==> src/rtl/tlb_req_pipe.sv <==
// rtl/tlb_req_pipe.sv - TLB-to-L2 request FIFO with in-flight tracking, flush staling and delayed response pipe
//
// Ports:
//   clk, rst (async, active-low), flush
//   in_req_*      TLB-side request handshake and payload (addr, info)
//   out_req_*     L2-side request handshake and payload
//   out_rsp_*     L2 response strobe and payload, no backpressure, in issue order
//   in_rsp_*      response to the TLB, RSP_STAGES cycles after out_rsp_valid
//   stale_drops   saturating count of responses discarded because of a flush
module tlb_req_pipe #(
  parameter int VADDR_W    = 39,
  parameter int INFO_W     = 8,
  parameter int ENTRY_W    = 64,
  parameter int REQ_DEPTH  = 4,
  parameter int RSP_STAGES = 1,
  parameter int MAX_OUT    = 4
) (
  input  logic               clk,
  input  logic               rst,
  input  logic               flush,
  input  logic               in_req_valid,
  output logic               in_req_ready,
  input  logic [VADDR_W-1:0] in_req_addr,
  input  logic [INFO_W-1:0]  in_req_info,
  output logic               out_req_valid,
  input  logic               out_req_ready,
  output logic [VADDR_W-1:0] out_req_addr,
  output logic [INFO_W-1:0]  out_req_info,
  input  logic               out_rsp_valid,
  input  logic               out_rsp_error,
  input  logic               out_rsp_exception,
  input  logic [INFO_W-1:0]  out_rsp_info,
  input  logic [ENTRY_W-1:0] out_rsp_entry,
  output logic               in_rsp_valid,
  output logic               in_rsp_error,
  output logic               in_rsp_exception,
  output logic [INFO_W-1:0]  in_rsp_info,
  output logic [ENTRY_W-1:0] in_rsp_entry,
  output logic [15:0]        stale_drops
);

  localparam int PTR_W = $clog2(REQ_DEPTH);
  localparam int CNT_W = $clog2(MAX_OUT + 1);
  localparam int REQ_W = VADDR_W + INFO_W;
  localparam int RSP_W = 2 + INFO_W + ENTRY_W;
  localparam logic [PTR_W:0] DEPTH_C   = (PTR_W+1)'(REQ_DEPTH);
  localparam logic [CNT_W:0] MAX_OUT_C = (CNT_W+1)'(MAX_OUT);

  // Request FIFO
  logic [REQ_W-1:0] mem [REQ_DEPTH];
  logic [PTR_W-1:0] wr_ptr, rd_ptr;
  logic [PTR_W:0]   count;
  logic             full, empty, enq, deq;

  // In-flight tracking: live responses will be forwarded, stale ones dropped
  logic [CNT_W-1:0] live, stale;
  logic [CNT_W:0]   inflight;
  logic             rsp_any, rsp_drop, rsp_fwd;

  // Response pipeline
  logic             vld_q [RSP_STAGES];
  logic [RSP_W-1:0] pay_q [RSP_STAGES];

  assign full     = (count == DEPTH_C);
  assign empty    = (count == '0);
  assign inflight = {1'b0, live} + {1'b0, stale};

  // Reset terms keep the handshake outputs at their reset values even if flush is high
  assign in_req_ready  = !rst || (!full && !flush);
  assign out_req_valid = rst && !empty && (inflight < MAX_OUT_C) && !flush;
  assign enq           = in_req_valid && in_req_ready;
  assign deq           = out_req_valid && out_req_ready;

  assign {out_req_addr, out_req_info} = mem[rd_ptr];

  always_ff @(posedge clk) begin
    if (enq) mem[wr_ptr] <= {in_req_addr, in_req_info};
  end

  always_ff @(posedge clk or negedge rst) begin
    if (!rst) begin
      wr_ptr <= '0;
      rd_ptr <= '0;
      count  <= '0;
    end else if (flush) begin
      wr_ptr <= '0;
      rd_ptr <= '0;
      count  <= '0;
    end else begin
      if (enq) wr_ptr <= wr_ptr + PTR_W'(1);
      if (deq) rd_ptr <= rd_ptr + PTR_W'(1);
      count <= count + {{PTR_W{1'b0}}, enq} - {{PTR_W{1'b0}}, deq};
    end
  end

  // A response with nothing outstanding is ignored outright. Responses return in
  // issue order and stale requests are always older than live ones, so stale ones
  // are consumed first.
  assign rsp_any  = out_rsp_valid && (inflight != '0);
  assign rsp_drop = rsp_any && (flush || (stale != '0));
  assign rsp_fwd  = rsp_any && !flush && (stale == '0);

  always_ff @(posedge clk or negedge rst) begin
    if (!rst) begin
      live        <= '0;
      stale       <= '0;
      stale_drops <= '0;
    end else begin
      if (flush) begin
        // No issue can happen in a flush cycle, so only the coinciding response matters
        live  <= '0;
        stale <= stale + live - CNT_W'(rsp_any);
      end else begin
        live  <= live + CNT_W'(deq) - CNT_W'(rsp_fwd);
        stale <= stale - CNT_W'(rsp_drop);
      end
      if (rsp_drop && (stale_drops != 16'hFFFF)) stale_drops <= stale_drops + 16'd1;
    end
  end

  always_ff @(posedge clk or negedge rst) begin
    if (!rst) begin
      for (int i = 0; i < RSP_STAGES; i++) vld_q[i] <= 1'b0;
    end else if (flush) begin
      for (int i = 0; i < RSP_STAGES; i++) vld_q[i] <= 1'b0;
    end else begin
      vld_q[0] <= rsp_fwd;
      for (int i = 1; i < RSP_STAGES; i++) vld_q[i] <= vld_q[i-1];
    end
  end

  // Payload only travels alongside the valid bits, so it needs no reset
  always_ff @(posedge clk) begin
    pay_q[0] <= {out_rsp_error, out_rsp_exception, out_rsp_info, out_rsp_entry};
    for (int i = 1; i < RSP_STAGES; i++) pay_q[i] <= pay_q[i-1];
  end

  assign in_rsp_valid = vld_q[RSP_STAGES-1];
  assign {in_rsp_error, in_rsp_exception, in_rsp_info, in_rsp_entry} = pay_q[RSP_STAGES-1];

endmodule
==> config.mk <==
export PLATFORM = sky130hd
export DESIGN_NAME = tlb_req_pipe
export DESIGN_NICKNAME = d
export VERILOG_FILES = /design/src/rtl/tlb_req_pipe.sv
export SDC_FILE = /design/constraint.sdc
export NUM_CORES = 1
export LEC_CHECK = 0
export CAP_MARGIN = 20
export CORE_MARGIN = 2
export CORE_UTILIZATION = 52
export DETAILED_ROUTE_END_ITERATION = 10
export GPL_TIMING_DRIVEN = 0
export MAX_ROUTING_LAYER = met4
export PLACE_DENSITY = 0.86
export SETUP_SLACK_MARGIN = 0.05
export SLEW_MARGIN = 15
export SYNTH_ARGS = -nofsm -noshare
export SYNTH_HDL_FRONTEND = slang
export SYNTH_SLANG_ARGS = --single-unit
==> constraint.sdc <==
create_clock -name clk -period 8.8 [get_ports clk]
set_input_delay 0.88 -clock clk [delete_from_list [all_inputs] [get_ports clk]]
set_output_delay 0.88 -clock clk [all_outputs]
set_load 0.05 [all_outputs]
==> results.toml <==
[global_route]
grt_use_met1 = 0.267
grtUsageMet2 = 0.400
grt_pass1_wl_um = 33600
antenna_found_initial = 1
grt_overflow_total = 0
use_met3 = 0.0419
grt_pass1_vias = 6115
track_usage = 0.226
busiest_layer = "met2"
grt_max_degree = 48

[placed_design]
numPortBuffers = 265
gp_congestion = 0.847
hpwlAfterDp_um = 15000

[clocking]
cts_resized = 0
postCtsSetupRepairBufs = 0
cts_tree = "yes"
cts_buffers = 29
cts_sinks = 292
clock-root-buffer = "clkbuf_16"
cts_max_path_buffers = 3
cts.htree.levels = 1
ctsHoldBuffers = 0
worstSkewPairLatency_ns = 0.53
cts.reportedPaths.clkPinSlew_ns = 0.06

[worst_setup_path]
worstPathArrival_ns = 2.97
critPathKind = "reg2out"
critPathMaxStageDelay_ns = 0.83
ff2ff_setup_slack_ns = 5.49
start_kind = "register"
cp-end-kind = "output port"
critPathSlowestCell = "clkdlybuf4s50_1"
required_ns = 7.92
crit_fanout = 5
path_cells = "ha_1 -> inv_1 -> fa_1 -> a211oi_1 -> mux2i_2 -> nor2b_1 -> clkdlybuf4s50_1"

[power]
p_per_area_nw_per_um2 = 260
leakagePower_uw = 0.00502
peakVddDrop_mv = 0.236

[run_status]
status = "finished, final reports clean"

[sta]
setup_viol = 0
rsz0062_at_grt = "false"
hold_violations = 0
hold_ws_ns = 0.405
finClkSkew_ns = 0.0153
worst_slew_pin_slew_ns = 0.758
slew_headroom = 0.494
tns_ns = 0
slew_violations = 0
fmax_mhz = 259
fin_crit_ns = 3.85
finalCritPeriodShare = 0.438

[floorplan]
start_util = 0.534
core_sq_um = 18800
io-pin-count = 267
num_rows = 50
die_x_um = 143
dieArea_sq_um = 20500
fp.dieH_um = 143

[synth]
synth.cell_area_sq_um = 10100
syn_area_per_cell_sq_um = 20.3
synth_largest_area_cell = "edfxtp_1"
yosys-top-cells-area = "edfxtp_1 (56%), dfxtp_1 (15%), mux4_2 (11%)"
ys_warn_count = 0
synth_seq_cells = 292
seq_area_frac_synth = 0.783
syn_inst = 496
synth_nets = 642
synth_top_area_share = 0.561
synth_cell_types = 42

[final_layout]
utilization = 0.745
final_common_cell = "clkdlybuf4s50_1"
num-nets-final = 938
fillers = 1078
mostFrequentLayoutCells = "clkdlybuf4s50_1 (264), edfxtp_1 (188), dfxtp_1 (74)"
area_delta_synth_final_pct = 39.6
drive_gt1_frac = 0.142

[detailed_routing]
final_antenna_net_count = 0
avgViaCountPerCell = 5.15
wl_um = 22200
drt_iter0_drc = 273
vias = 5549
wl_per_cell_um = 20.7
drt_first_pass_iters = 7
drc = 0

[run]
cap_viol_max_count = 0

[min_path]
hold_path_class = "in2async"
-- area by class of cell --
type                    instances  area, sq um  share of cell area
flip-flops and latches        292         7880               0.561
multi-input cells             171         2050               0.146
plain buffers                  16         86.3             0.00615
clock buffers                  35          778              0.0555
diodes                          2         5.00            0.000357
well taps                     260          325              0.0232
inverters                      17         63.8             0.00455
repair buffers                265         2650               0.189
clock inverters                19          203              0.0144
-- final timing paths --
check,start,end,cells past startpoint
hold / removal,rst,stale_drops[14],1
max in group asynchronous,rst,count[2],1
setup reg to reg,stale[0],stale[2],14
hold reg to reg,stale_drops[15],stale_drops[15],1
setup / recovery,stale[0],out_req_valid,7
min in group clk,stale_drops[15],stale_drops[15],1
-- per-layer routing --
metal	vias to the layer above	wire, um	part of all wire
li1	2496	-	-
met1	2770	8560	0.38
met2	246	11700	0.53
met3	37	1500	0.067
met4	0	484	0.022
met5	-	0	0
-- cell usage after synthesis, drive strengths merged --
library cell / count
o31ai: 1
mux4: 47
dfxtp: 74
nand3b: 3
a2111oi: 1
xor2: 16
o211ai: 1
and4: 2
o21ai: 6
nand2: 9
nand3: 2
buf: 12
fa: 4
inv: 17
or2: 1
ha: 15
mux2i: 3
and3: 4
nor2: 15
xnor2: 8
a21oi: 4
nor4: 4
mux2: 1
a211oi: 1
nor3b: 2
or3: 2
and4bb: 1
nor2b: 6
edfxtp: 188
dfrtp: 30
nor4b: 2
nor3: 6
and2: 1
nand4: 3
clkbuf: 4
-- registers in the layout (all words and copies together) (netlist names) --
signal / cells
wr_ptr: 2
live: 3
mem: 188
in_rsp_valid: 1
count: 3
rd_ptr: 2
stale_drops: 16
pay_q: 74
stale: 3
-- metrics by stage --
stage | setup slack (ns) | cell area, sq um | cells | power (uW)
floorplan | 5.19 | 10100 | 496 | 2140
global placement | 3.60 | 13000 | 1021 | 2410
detailed placement | 5.08 | 13000 | 1021 | 2440
CTS | 4.96 | 14000 | 1075 | 3680
global route | 4.81 | 14000 | 1077 | 3780
finish | 4.95 | 14000 | 1077 | 3650
-- power by group --
part	switching, uW	internal, uW	leakage [uW]
combinational	479	311	0.00181
sequential	55.5	1560	0.00273
clock	499	748	0.000483
total	1030	2620	0.00502
-- kinds of logic (layout without fill, tap and decap cells) --
logic type / after synthesis / in the layout / share of synthesized area
adders and majority gates: 19 / 19 / 0.0266
other: 0 / 2 / 0
and+or+nand+nor: 63 / 63 / 0.0360
AOI/OAI and AO/OA: 14 / 14 / 0.00846
DFF: 292 / 292 / 0.783
muxes: 51 / 51 / 0.110
xor gates and xnor gates: 24 / 24 / 0.0209
buffers and inverters: 33 / 352 / 0.0149
-- critical path, delay by kind of cell, from the launching register on --
| family | cells | cell delay [ns] |
|---|---|---|
| and+or+nand+nor | 1 | 0.14 |
| DFF | 1 | 0.40 |
| buffers and inverters | 2 | 0.90 |
| adders and majority gates | 2 | 0.60 |
| muxes | 1 | 0.17 |
| AOI/OAI and AO/OA | 1 | 0.24 |
No activity file was read; power rests on OpenSTA's default activity.
